## src/rtl/reset_seq_pkg.sv

```systemverilog
// Shared types and helpers for the LVDS front-end reset sequencer.
// Holds the FSM state encoding and counter sizing helper.
package reset_seq_pkg;

  typedef enum logic [2:0] {
    S_WAIT_LOCK,
    S_IDC_RST,
    S_WAIT_RDY,
    S_SERDES_RST,
    S_DP_RST,
    S_DONE,
    S_ERROR
  } state_t;

  function automatic int max_count(
    input int a,
    input int b,
    input int c,
    input int d
  );
    int m;
    m = a;
    if (b > m) m = b;
    if (c > m) m = c;
    if (d > m) m = d;
    return m;
  endfunction

endpackage

```

## src/rtl/reset_sequencer_if.sv

```systemverilog
// Status inputs and reset outputs of the front-end reset sequencer.
// master = sequencer side, slave = consumer/PHY side.
interface reset_sequencer_if;

  logic mmcm_locked;
  logic idelayctrl_rdy;
  logic idelayctrl_rst;
  logic iserdes_rst;
  logic datapath_rst_n;
  logic seq_done;
  logic seq_error;

  modport master (
    input  mmcm_locked,
    input  idelayctrl_rdy,
    output idelayctrl_rst,
    output iserdes_rst,
    output datapath_rst_n,
    output seq_done,
    output seq_error
  );

  modport slave (
    output mmcm_locked,
    output idelayctrl_rdy,
    input  idelayctrl_rst,
    input  iserdes_rst,
    input  datapath_rst_n,
    input  seq_done,
    input  seq_error
  );

endinterface

```

## src/rtl/bit_sync.sv

```systemverilog
// Multi-stage flip-flop synchronizer with asynchronous clear.
// Output follows input after STAGES rising edges.
module bit_sync #(
  parameter int STAGES = 2
) (
  input  logic clk,
  input  logic rst_n,
  input  logic d,
  output logic q
);

  logic [STAGES-1:0] ff;

  always_ff @(posedge clk or negedge rst_n) begin
    if (!rst_n) ff <= '0;
    else        ff <= {ff[STAGES-2:0], d};
  end

  assign q = ff[STAGES-1];

endmodule

```

## src/rtl/reset_sequencer.sv

```systemverilog
// Orders MMCM lock, IDELAYCTRL, ISERDES and datapath reset release.
// Define RESET_SEQ_TIMEOUT_EN for the ready watchdog with retries.
import reset_seq_pkg::*;

module reset_sequencer #(
  parameter int IDC_RST_CYCLES    = 64,
  parameter int SERDES_RST_CYCLES = 16,
  parameter int DP_RST_CYCLES     = 16,
  parameter int SYNC_STAGES       = 2,
  parameter int TIMEOUT_CYCLES    = 4096,
  parameter int MAX_RETRIES       = 3
) (
  input  logic               clk,
  input  logic               reset_n,
  reset_sequencer_if.master  bus
);

`ifdef RESET_SEQ_TIMEOUT_EN
  localparam int MAXC = max_count(
    IDC_RST_CYCLES, SERDES_RST_CYCLES,
    DP_RST_CYCLES, TIMEOUT_CYCLES);
`else
  localparam int MAXC = max_count(
    IDC_RST_CYCLES, SERDES_RST_CYCLES,
    DP_RST_CYCLES, 1);
`endif
  localparam int CW = $clog2(MAXC) + 1;

  localparam logic [CW-1:0] IDC_LAST =
    CW'(IDC_RST_CYCLES - 1);
  localparam logic [CW-1:0] SER_LAST =
    CW'(SERDES_RST_CYCLES - 1);
  localparam logic [CW-1:0] DP_LAST =
    CW'(DP_RST_CYCLES - 1);

  if (IDC_RST_CYCLES < 1 || SERDES_RST_CYCLES < 1 ||
      DP_RST_CYCLES < 1 || SYNC_STAGES < 2 ||
      TIMEOUT_CYCLES < 1 || MAX_RETRIES < 0)
  begin : g_bad_param
    $error("reset_sequencer: illegal parameter value");
  end

  logic lock_s;
  logic rdy_s;

  bit_sync #(.STAGES(SYNC_STAGES)) u_lock_sync (
    .clk   (clk),
    .rst_n (reset_n),
    .d     (bus.mmcm_locked),
    .q     (lock_s)
  );

  bit_sync #(.STAGES(SYNC_STAGES)) u_rdy_sync (
    .clk   (clk),
    .rst_n (reset_n),
    .d     (bus.idelayctrl_rdy),
    .q     (rdy_s)
  );

  state_t        state;
  state_t        nxt;
  logic [CW-1:0] cnt;
  logic          counted;

`ifdef RESET_SEQ_TIMEOUT_EN
  localparam int RW =
    (MAX_RETRIES < 1) ? 1 : $clog2(MAX_RETRIES + 1);
  localparam logic [CW-1:0] TO_LAST =
    CW'(TIMEOUT_CYCLES - 1);
  localparam logic [RW-1:0] RETRY_MAX = RW'(MAX_RETRIES);

  logic [RW-1:0] retry;
  logic          err_q;
`endif

  always_comb begin
    counted = (state == S_IDC_RST)    ||
              (state == S_SERDES_RST) ||
              (state == S_DP_RST);
`ifdef RESET_SEQ_TIMEOUT_EN
    if (state == S_WAIT_RDY) counted = 1'b1;
`endif
  end

  always_comb begin
    nxt = state;
    unique case (state)
      S_WAIT_LOCK: if (lock_s) nxt = S_IDC_RST;
      S_IDC_RST:   if (cnt == IDC_LAST) nxt = S_WAIT_RDY;
      S_WAIT_RDY: begin
        if (rdy_s) nxt = S_SERDES_RST;
`ifdef RESET_SEQ_TIMEOUT_EN
        else if (cnt == TO_LAST)
          nxt = (retry == RETRY_MAX) ? S_ERROR : S_IDC_RST;
`endif
      end
      S_SERDES_RST: begin
        if (!rdy_s)                nxt = S_IDC_RST;
        else if (cnt == SER_LAST)  nxt = S_DP_RST;
      end
      S_DP_RST: begin
        if (!rdy_s)               nxt = S_IDC_RST;
        else if (cnt == DP_LAST)  nxt = S_DONE;
      end
      S_DONE:  if (!rdy_s) nxt = S_IDC_RST;
      default: nxt = state;
    endcase
    // Lock loss overrides everything, including ready loss.
    if (!lock_s && state != S_WAIT_LOCK &&
        state != S_ERROR)
      nxt = S_WAIT_LOCK;
  end

  logic idc_q;
  logic ser_q;
  logic dp_n_q;
  logic done_q;

  always_ff @(posedge clk or negedge reset_n) begin
    if (!reset_n) begin
      state  <= S_WAIT_LOCK;
      cnt    <= '0;
      idc_q  <= 1'b1;
      ser_q  <= 1'b1;
      dp_n_q <= 1'b0;
      done_q <= 1'b0;
    end else begin
      state <= nxt;
      if (nxt != state) cnt <= '0;
      else if (counted) cnt <= cnt + CW'(1);
      idc_q  <= (nxt == S_WAIT_LOCK) ||
                (nxt == S_IDC_RST)   ||
                (nxt == S_ERROR);
      ser_q  <= (nxt != S_DP_RST) && (nxt != S_DONE);
      dp_n_q <= (nxt == S_DONE);
      done_q <= (nxt == S_DONE);
    end
  end

`ifdef RESET_SEQ_TIMEOUT_EN
  // Retries survive lock loss; only success or reset clears them.
  always_ff @(posedge clk or negedge reset_n) begin
    if (!reset_n) begin
      retry <= '0;
      err_q <= 1'b0;
    end else begin
      if (nxt == S_DONE)
        retry <= '0;
      else if (state == S_WAIT_RDY && nxt == S_IDC_RST)
        retry <= retry + RW'(1);
      err_q <= (nxt == S_ERROR);
    end
  end

  assign bus.seq_error = err_q;
`else
  assign bus.seq_error = 1'b0;
`endif

  assign bus.idelayctrl_rst = idc_q;
  assign bus.iserdes_rst    = ser_q;
  assign bus.datapath_rst_n = dp_n_q;
  assign bus.seq_done       = done_q;

endmodule
```

## src/flat_wrapper.sv

```systemverilog
// flat-port wrapper written by rule: the top's interface ports become plain ports
module reset_sequencer_flat 
#(
  parameter int IDC_RST_CYCLES    = 64,
  parameter int SERDES_RST_CYCLES = 16,
  parameter int DP_RST_CYCLES     = 16,
  parameter int SYNC_STAGES       = 2,
  parameter int TIMEOUT_CYCLES    = 4096,
  parameter int MAX_RETRIES       = 3
)
  (clk, reset_n, bus_mmcm_locked, bus_idelayctrl_rdy, bus_idelayctrl_rst, bus_iserdes_rst, bus_datapath_rst_n, bus_seq_done, bus_seq_error);
  reset_sequencer_if bus_i ();
  input  logic clk;
  input  logic reset_n;
  input wire logic [$bits(bus_i.mmcm_locked)-1:0] bus_mmcm_locked;
  input wire logic [$bits(bus_i.idelayctrl_rdy)-1:0] bus_idelayctrl_rdy;
  output wire logic [$bits(bus_i.idelayctrl_rst)-1:0] bus_idelayctrl_rst;
  output wire logic [$bits(bus_i.iserdes_rst)-1:0] bus_iserdes_rst;
  output wire logic [$bits(bus_i.datapath_rst_n)-1:0] bus_datapath_rst_n;
  output wire logic [$bits(bus_i.seq_done)-1:0] bus_seq_done;
  output wire logic [$bits(bus_i.seq_error)-1:0] bus_seq_error;
  assign bus_i.mmcm_locked = bus_mmcm_locked;
  assign bus_i.idelayctrl_rdy = bus_idelayctrl_rdy;
  assign bus_idelayctrl_rst = bus_i.idelayctrl_rst;
  assign bus_iserdes_rst = bus_i.iserdes_rst;
  assign bus_datapath_rst_n = bus_i.datapath_rst_n;
  assign bus_seq_done = bus_i.seq_done;
  assign bus_seq_error = bus_i.seq_error;
  reset_sequencer #(.IDC_RST_CYCLES(IDC_RST_CYCLES), .SERDES_RST_CYCLES(SERDES_RST_CYCLES), .DP_RST_CYCLES(DP_RST_CYCLES), .SYNC_STAGES(SYNC_STAGES), .TIMEOUT_CYCLES(TIMEOUT_CYCLES), .MAX_RETRIES(MAX_RETRIES)) u_core (.clk(clk), .reset_n(reset_n), .bus(bus_i));
endmodule
```

## config.mk

```make
export PLATFORM = sky130hd
export DESIGN_NAME = reset_sequencer_flat
export DESIGN_NICKNAME = d
export VERILOG_FILES = /design/src/rtl/reset_seq_pkg.sv /design/src/rtl/reset_sequencer_if.sv /design/src/rtl/bit_sync.sv /design/src/rtl/reset_sequencer.sv /design/src/flat_wrapper.sv
export SDC_FILE = /design/constraint.sdc
export NUM_CORES = 1
export LEC_CHECK = 0
export CAP_MARGIN = 20
export CORE_MARGIN = 5
export CORE_UTILIZATION = 57
export DETAILED_ROUTE_END_ITERATION = 8
export PLACE_DENSITY = 0.77
export SETUP_SLACK_MARGIN = 0.5
export SLEW_MARGIN = 0
export SYNTH_ARGS = -nofsm -noshare
export SYNTH_HDL_FRONTEND = slang
export SYNTH_SLANG_ARGS = --single-unit
```

## constraint.sdc

```tcl
create_clock -name clk -period 3.75 [get_ports clk]
set_input_delay 0.9375 -clock clk [delete_from_list [all_inputs] [get_ports clk]]
set_output_delay 0.9375 -clock clk [all_outputs]
set_load 0.05 [all_outputs]
```

==> impl_metrics.yaml, run 1 <==
global_route:
  grt_max_degree: 18
  globalRouteMet2Util_pct: 21.89
  grt_usage_pct: 13.50
  grt.met3_usage_pct: 3.779
  grt_pass1_vias: 580
  grt_pass1_wl_um: 2649
  met1_usage_pct: 18.11
  grt.busiest_layer: "met2"
  overflow: 0
  antenna_found_initial: 0
clocking:
  ctsResizeCount: 0
  cts_setup_buffers: 0
  cts_hold_buf: 0
  cts_buffer_depth: 2
  cts_buffers: 3
  cts_tree: "yes"
  cts_max_level: 1
  path_clk_slew_ns: 0.09
  cts_root_buf: "clkbuf_4"
  clock_latency_ns: 0.28
  cts_sinks: 17
power_and_ir_drop:
  ir_drop_mv: 0.2057
  powerDensity_mw_per_mm2: 309.5
  power.leakage_nw: 0.4425
placement:
  hpwl_um: 1097
  port_buffers: 7
  routabilityCongestion: 0.8019
  placed_cell_area_um2: 996.0
  placed_cells: 109
timing:
  hold_viol: 0
  hold_slack_ns: 0.3571
  fmax_ghz: 0.3949
  setup_viol_count_final: 0
  post-route-min-period_ns: 2.532
  relSlewSlack_pct: 51.97
  finalCritPeriodShare_pct: 67.53
  drv_slew: 0
  rsz0062_at_grt: "no"
  timing.setup.tns_ns: 0
  clock_skew_ns: 0.005013
  worst_pin_slew_ns: 0.7182
yosys:
  ys_ff_latch: 17
  yosys-top-cells-count: "dfrtp_1, nor2_1"
  synth.distinct_cells: 36
  ys_warn_count: 0
  syn_area_um2: 958.4
  yosysTopAreaCell: "dfrtp_1"
  synthTopCellsByArea: "dfrtp_1, dfstp_2, nor2_1, xor2_1, mux2i_1"
  synth_cells: 92
  synth-async-reset-ratio_pct: 100.0
  synth.top_cell.area_share_pct: 39.16
  syn_nets: 97
  yosysMostFrequentCell: "dfrtp_1"
  ys_seq_area_share_pct: 44.65
  synth_flop_cell: "dfrtp_1"
  synth-edff-count: 0
  postSynthAreaPerCell_um2: 10.42
route:
  drt_iter0_markers: 21
  via_count: 672
  drc: 0
  wl_per_cell_um: 13.57
  via_per_inst: 5.947
  wl_um: 1533
  dr.pass1.iters: 4
  drtAntennaViolNets: 0
worst_setup_path:
  slowest_delay_ns: 0.79
  crit_fanout: 1
  end_kind: "output port"
  path_cells: "clkdlybuf4s50_1"
  arrival_ns: 1.59
  start_kind: "flip-flop"
  cp_slowest_cell: "clkdlybuf4s50_1"
  crit_type: "flip-flop to output port"
  crit_family: "buffers and inverters"
  required_ns: 2.81
  worst-path-buf-inv: 1
cells_and_area:
  nets: 103
  drive_above_1_share_pct: 12.37
  areaGrowthSynthToFinish_pct: 6.658
  seq_area_um2: 427.9
  diodes: 0
  nFillCells: 134
  fin_area_mm2: 0.001022
  multi_input_area_um2: 459.2
  final_cells: 113
floorplanning:
  die-area_mm2: 0.002602
  rows: 14
  start_util_pct: 61.48
  die_w_um: 51.01
  dieHeight_um: 51.01
  core_mm2: 0.001559
  ioPinCount: 9
run:
  maxCapViolCount: 0
hold_path:
  min_path_type: "flip-flop to flip-flop"
run_status:
  status: "completed"
## cells by family (layout without fill, tap and decap cells)
logic type	after synthesis	count (layout)	share of synthesized area [%]
fa+ha+maj	1	1	1.305
simple gates	34	34	22.46
xor+xnor	6	6	5.483
buf+inv	11	16	7.441
other cells	1	1	0.3913
flops	17	17	44.65
mux	3	3	3.133
compound gates	19	19	15.14
## power breakdown
| part | total (mW) | leakage (nW) | switching [mW] | internal, mW |
|---|---|---|---|---|
| Sequential | 0.196 | 0.218 | 0.00738 | 0.189 |
| Combinational | 0.0268 | 0.210 | 0.0160 | 0.0107 |
| Clock | 0.0934 | 0.0150 | 0.0521 | 0.0413 |
## area by class of cell
type                       count  share of cell area, %
clock buffer                   4                  2.570
multi-input combinational     64                  44.92
inverter                       5                  1.836
sequential                    17                  41.86
timing repair buffer           7                  6.854
tap                           16                  1.958
## path summary, 6_finish.rpt
path / start / end / slack (ns) / depth (start not counted)
worst max-delay path: u_core.bus.idelayctrl_rst$_DFF_PN1_ / bus_idelayctrl_rst / 1.22 / 1
worst min-delay path: u_core.u_lock_sync.ff[0]$_DFF_PN0_ / u_core.u_lock_sync.ff[1]$_DFF_PN0_ / 0.36 / 0
worst max register to register: u_core.cnt[0]$_DFFE_PN0P_ / u_core.cnt[3]$_DFFE_PN0P_ / 1.46 / 6
worst min register to register: u_core.u_lock_sync.ff[0]$_DFF_PN0_ / u_core.u_lock_sync.ff[1]$_DFF_PN0_ / 0.36 / 0
max in group asynchronous: reset_n / u_core.cnt[0]$_DFFE_PN0P_ / 2.22 / 1
min in group asynchronous: reset_n / u_core.u_lock_sync.ff[1]$_DFF_PN0_ / 1.08 / 1
## per-layer routing
layer  vias up  part of all wire [%]
li1        332                     -
met1       324                    50
met2        14                    44
met3         2                   5.4
met4         0                  0.52
met5         -                     0
## state kept, by name, summed over array words and instances (netlist names)
register and flops:
u_core.state 3, u_core.u_rdy_sync.ff 2, u_core.u_lock_sync.ff 2, u_core.bus.idelayctrl_rst 1
u_core.bus.iserdes_rst 1, u_core.cnt 7, u_core.bus.datapath_rst_n 1
## cell usage in the layout, fill, tap and decap left out, types with 2 or more instances in the layout
master	Yosys	final
nand2_1	5	5
dfrtp_1	15	15
dfstp_2	2	2
nor3_1	2	2
o31ai_1	3	3
clkdlybuf4s50_1	0	7
clkbuf_4	0	3
nor2_1	12	12
o21ai_0	5	5
nand2b_1	3	3
inv_1	5	5
xor2_1	5	5
mux2i_1	3	3
a21oi_1	2	2
nand4_1	3	3
## metrics by stage
step | worst slack [ns] | power (mW) | util, %
floorplan | 1.803 | 0.2170 | -
global placement | 1.482 | 0.2257 | 63.88
detailed placement | 1.471 | 0.2269 | 63.88
CTS | 1.201 | 0.3217 | 65.57
global route | 1.179 | 0.3370 | 65.57
finish | 1.218 | 0.3163 | 65.57
(Power assumes the default switching activity.)
==> run 2, diff against run 1 <==
- CORE_UTILIZATION: 57 -> 49
- PLACE_DENSITY: 0.77 -> 0.71
- clock period: 3.75 -> 2.2 ns (I/O delays scaled with it)
==> run 2 against run 1 <==
- combinational power increased to 2.8 times the previous value
- die area increased by 13%
- clock power increased by 70%
- sequential share of layout area decreased by 7.3 points
- highest routed layer unchanged
- sequential power increased by 71%
- register-to-register slack got worse by 1.1 ns
- power increased by 80%
- clock skew decreased by 0.0041 ns
- clock-buffer cell count decreased by 1
- global-route usage increased by 1.6 points
- sequential cell count unchanged
==> impl_metrics.yaml, run 2 (synthesized netlist as in run 1, its figures left out) <==
cells_and_area:
  largest_register_ffs: 7
  nets: 122
  seq_area_um2: 434.2
  drive_above_1_share_pct: 40.52
  top_register: "u_core.cnt"
  areaGrowthSynthToFinish_pct: 31.20
  diodes: 0
  largestRegisters: "u_core.cnt: 7 flops, u_core.state: 3 flops"
  final_common_cell: "buf_4"
  final_cells: 143
  nFillCells: 152
  mostFrequentLayoutCells: "buf_4, nor2_1, dfrtp_1"
  postLayoutCoreUtil_pct: 65.43
  multi_input_area_um2: 520.5
clocking:
  cts_tree: "yes"
  cts_buffers: 3
  cts_hold_buf: 0
  cts_buffer_depth: 2
  cts_root_buf: "clkbuf_4"
  clock_latency_ns: 0.28
  cts_max_level: 1
  path_clk_slew_ns: 0.09
  cts_sinks: 17
timing:
  finalCritPeriodShare_pct: 83.33
  setup_viol_count_final: 0
  post-route-min-period_ns: 1.833
  clock_skew_ns: 0.0009040
  timing.setup.tns_ns: 0
  drv_slew: 0
  rsz0062_at_grt: "yes"
  fmax_ghz: 0.5455
  hold_viol: 0
  relSlewSlack_pct: 62.05
  worst_pin_slew_ns: 0.5644
global_route:
  grt_usage_pct: 15.15
  grt_max_degree: 18
  grt_pass1_wl_um: 3160
  overflow: 0
  grt_pass1_vias: 727
  antenna_found_initial: 0
route:
  wl_per_cell_um: 13.77
  via_per_inst: 5.287
  drt_iter0_markers: 17
  dr.pass1.iters: 4
  via_count: 756
  drc: 0
  drtAntennaViolNets: 0
  wl_um: 1969
worst_setup_path:
  arrival_ns: 2.01
  required_ns: 2.37
  start_kind: "flip-flop"
  end_kind: "flip-flop"
  crit_type: "flip-flop to flip-flop"
  crit_fanout: 7
hold_path:
  min_path_type: "flip-flop to flip-flop"
power_and_ir_drop:
  power_uw: 569.6
  ir_drop_mv: 0.4244
  powerDensity_mw_per_mm2: 453.0
  power.leakage_nw: 0.5340
floorplanning:
  dieHeight_um: 54.23
  core_mm2: 0.001922
  rows: 16
  die-area_mm2: 0.002940
  die_w_um: 54.23
  ioPinCount: 9
  start_util_pct: 49.87
run_status:
  status: "completed"
run:
  maxCapViolCount: 0
placement:
  routabilityCongestion: 0.9118
  hpwl_um: 1203
  port_buffers: 7
  placed_cells: 122
==> run 2: cell count changes in the layout (fill, tap and decap cells not counted), sizes merged <==
| cell | change |
|---|---|
| clkdlybuf4s50 | -4 |
| buf | +21 |
| clkdlybuf4s15 | +2 |
| clkbuf | -1 |
| clkinv | +1 |
==> run 2: what timing repair did <==
action,CTS,global route
endpoints found under the setup margin,11,9
pin swaps,0,2
gates resized for setup,15,2
buffers inserted,10,7
==> run 2: through the flow <==
| step | area (um^2) | hold WS, ns | worst slack, ns |
|---|---|---|---|
| finish | 1257 | 0.3547 | 0.3668 |
| global route | 1257 | 0.3634 | 0.2732 |
| CTS | 1202 | 0.3581 | 0.3880 |
| detailed placement | 1044 | 0.3364 | 0.1338 |
| global placement | 1044 | 0.3347 | 0.2267 |
| floorplan | 985.9 | 0.2544 | 0.4696 |
==> run 2: path summary, 6_finish.rpt <==
path	startpoint	endpoint	slack, ns	cells past startpoint
setup / recovery	u_core.cnt[1]$_DFFE_PN0P_	u_core.cnt[0]$_DFFE_PN0P_	0.37	6
hold / removal	u_core.u_rdy_sync.ff[0]$_DFF_PN0_	u_core.u_rdy_sync.ff[1]$_DFF_PN0_	0.35	0
setup reg to reg	u_core.cnt[1]$_DFFE_PN0P_	u_core.cnt[0]$_DFFE_PN0P_	0.37	6
hold reg to reg	u_core.u_rdy_sync.ff[0]$_DFF_PN0_	u_core.u_rdy_sync.ff[1]$_DFF_PN0_	0.35	0
max in group asynchronous	reset_n	u_core.bus.idelayctrl_rst$_DFF_PN1_	1.38	2
min in group asynchronous	reset_n	u_core.cnt[1]$_DFFE_PN0P_	0.57	2
==> run 2: where the power goes <==
part | total [mW] | internal [mW] | switching [mW]
combinational | 0.0753 | 0.0388 | 0.0365
clock | 0.159 | 0.0675 | 0.0918
sequential | 0.335 | 0.322 | 0.0131
==> run 2: per-layer routing <==
layer	track usage [%]	vias up	part of all wire (%)
met5	0	-	0
met4	10.37	0	1.8
met3	2.180	4	2.3
met2	24.30	13	53
met1	18.69	369	43
li1	-	370	-
==> run 2: cell type report <==
cell class	count	share of cell area (%)
multi-input combinational	64	41.39
timing repair buffer	26	17.71
inverter	5	1.493
sequential	17	34.53
clock buffer	3	1.791
clock inverter	1	0.3980
tap	27	2.687
==> run 2: critical path, cell delays in order, from the launching register on <==
cell and delay [ns]:
dfrtp_1 0.40, ha_4 0.18, nand4b_4 0.13, o31ai_1 0.50, a32oi_4 0.12, mux2i_4 0.29, nor2_1 0.08
==> run 3, diff against run 2 <==
- CORE_UTILIZATION: 49 -> 55
- PLACE_DENSITY: 0.71 -> 0.75
- clock period: 2.2 -> 1.7 ns (I/O delays scaled with it)
==> run 3 against run 2 <==
- the flow now finishes with violations (setup timing)
- first-iteration DRC count fell by 12%
- wire length up 18%
- final cell count rose by 1.4%
- via count increased by 12%
- non-clock buffer count is 12 higher
- die area shrank 8.9%
- sequential cell count stayed put
- sequential power is 29% higher
- combinational power grew 55%
- register-to-register slack got worse by 0.43 ns
- cell area increased by 11%
- power up 34%
==> impl_metrics.yaml, run 3 (synthesized netlist as in run 1, its figures left out) <==
power_and_ir_drop:
  pwr-share-seq_pct: 56.3
  p_comb_share_pct: 15.3
  power.leakage_nw: 0.6213
  netSwitchingPower_uw: 201.4
  powerDensity_mw_per_mm2: 549.2
  ir_drop_mv: 0.4585
  power_uw: 765.5
  power.internal_uw: 564.2
  sw_frac_of_total_pct: 26.30
  clkPwrFrac_pct: 28.4
clocking:
  path_clk_slew_ns: 0.10
  cts_buffers: 3
  cts_root_buf: "clkbuf_4"
  cts_sinks: 17
  clock_latency_ns: 0.29
  cts_tree: "yes"
  cts_max_level: 1
  cts_buffer_depth: 2
worst_setup_path:
  r2r_cells: 6
  required_ns: 1.89
  end_kind: "flip-flop"
  arrival_ns: 1.95
  r2r_setup_slack_ns: -0.06
  reg2reg_to: "u_core.cnt[4]$_DFFE_PN0P_"
  crit_type: "flip-flop to flip-flop"
  crit_fanout: 7
  reg2reg_from: "u_core.cnt[5]$_DFFE_PN0P_"
  start_kind: "flip-flop"
floorplanning:
  ioPinCount: 9
  rows: 15
  die_w_um: 51.75
  dieHeight_um: 51.75
  core_mm2: 0.001689
  start_util_pct: 56.74
  die-area_mm2: 0.002678
placement:
  place_ws_ns: -0.1837
  placed_cells: 133
  port_buffers: 7
  placed_cell_area_mm2: 0.001215
  routabilityCongestion: 1.008
  hpwl_um: 1543
cells_and_area:
  largestRegisters: "u_core.cnt: 7 flops, u_core.state: 3 flops"
  multi_input_area_um2: 546.8
  fin_area_mm2: 0.001394
  final_common_cell: "buf_4"
  nets: 134
  postLayoutCoreUtil_pct: 82.52
  diodes: 0
  final_cells: 145
  areaGrowthSynthToFinish_pct: 45.43
  nFillCells: 93
  top_register: "u_core.cnt"
  largest_register_ffs: 7
  drive_above_1_share_pct: 52.34
  seq_area_um2: 431.7
  mostFrequentLayoutCells: "buf_4, dfrtp_1, nor2_1"
hold_path:
  min_to: "u_core.u_rdy_sync.ff[1]$_DFF_PN0_"
  min_path_type: "flip-flop to flip-flop"
  hold_depth: 0
  hold_start: "u_core.u_rdy_sync.ff[0]$_DFF_PN0_"
run_status:
  violations: "setup timing"
  status: "finished, violations left"
timing:
  hold_slack_ns: 0.3683
  timing.setup.tns_ns: -0.3840
  clock_skew_ns: 0.003501
  drv_slew: 0
  post-route-min-period_ns: 1.760
  timing.final.ws_setup_ns: -0.06018
  fmax_ghz: 0.5681
  finalCritPeriodShare_pct: 103.5
  rsz0062_at_grt: "yes"
  setup_viol_count_final: 8
  hold_viol: 0
global_route:
  grt_usage_pct: 21.06
  grt_max_degree: 18
  antenna_found_initial: 0
  grt_pass1_wl_um: 4077
  overflow: 0
  grt_pass1_vias: 867
run:
  maxCapViolCount: 0
route:
  drtAntennaViolNets: 0
  wl_um: 2332
  wl_per_cell_um: 16.08
  via_count: 843
  via_per_inst: 5.814
  dr.pass1.iters: 4
  drt_iter0_markers: 15
  drc: 0
## run 3: cell types whose count changed in the layout (fill, tap and decap cells not counted), sizes merged
cell and delta:
buf +14, clkdlybuf4s15 -2
## run 3: what timing repair did
item                       in CTS  in global routing
pin swaps                       3                  2
hold buffers                    0                  0
setup buffers                   7                  1
resized for setup              21                  5
setup endpoints to repair      17                 17
## run 3: layout make-up
| type | instances | share of cell area [%] |
|---|---|---|
| Multi-Input combinational cell | 64 | 39.23 |
| Sequential cell | 17 | 30.97 |
| Timing Repair Buffer | 38 | 24.96 |
| Clock buffer | 3 | 1.616 |
| Tap cell | 17 | 1.526 |
| Inverter | 5 | 1.346 |
| Clock inverter | 1 | 0.3591 |
## run 3: worst max-delay path by stage
stage	startpoint	to	slack, ns
floorplan	u_core.cnt[0]$_DFFE_PN0P_	u_core.cnt[0]$_DFFE_PN0P_	-0.03
global placement	u_core.state[1]$_DFF_PN0_	u_core.cnt[6]$_DFFE_PN0P_	-0.05
detailed placement	u_core.state[1]$_DFF_PN0_	u_core.cnt[6]$_DFFE_PN0P_	-0.18
CTS	u_core.state[1]$_DFF_PN0_	u_core.cnt[4]$_DFFE_PN0P_	-0.08
global route	u_core.cnt[0]$_DFFE_PN0P_	u_core.cnt[0]$_DFFE_PN0P_	-0.15
finish	u_core.cnt[5]$_DFFE_PN0P_	u_core.cnt[4]$_DFFE_PN0P_	-0.06
## run 3: routing by layer
layer,vias to the layer above,routed length (um),GRT usage (%)
met2,20,1290,37.08
li1,394,-,-
met4,0,33,12.23
met3,4,58,3.438
met1,425,950,23.81
met5,-,0,0
## run 3: worst max-delay path, cell delays in order, from the launching register on
cell,delay [ns]
dfrtp_1,0.39
nand4bb_4,0.24
a211o_1,0.33
a32oi_2,0.23
mux2i_2,0.26
buf_6,0.16
nor2_1,0.05
## run 3: power groups by stage
stage	logic [mW]	clock network, mW	registers (mW)
2_1_floorplan	0.0504	0	0.437
3_3_place_gp	0.0978	0	0.438
3_5_place_dp	0.102	0	0.438
4_1_cts	0.114	0.220	0.430
5_1_grt	0.127	0.240	0.433
6_report	0.117	0.217	0.431
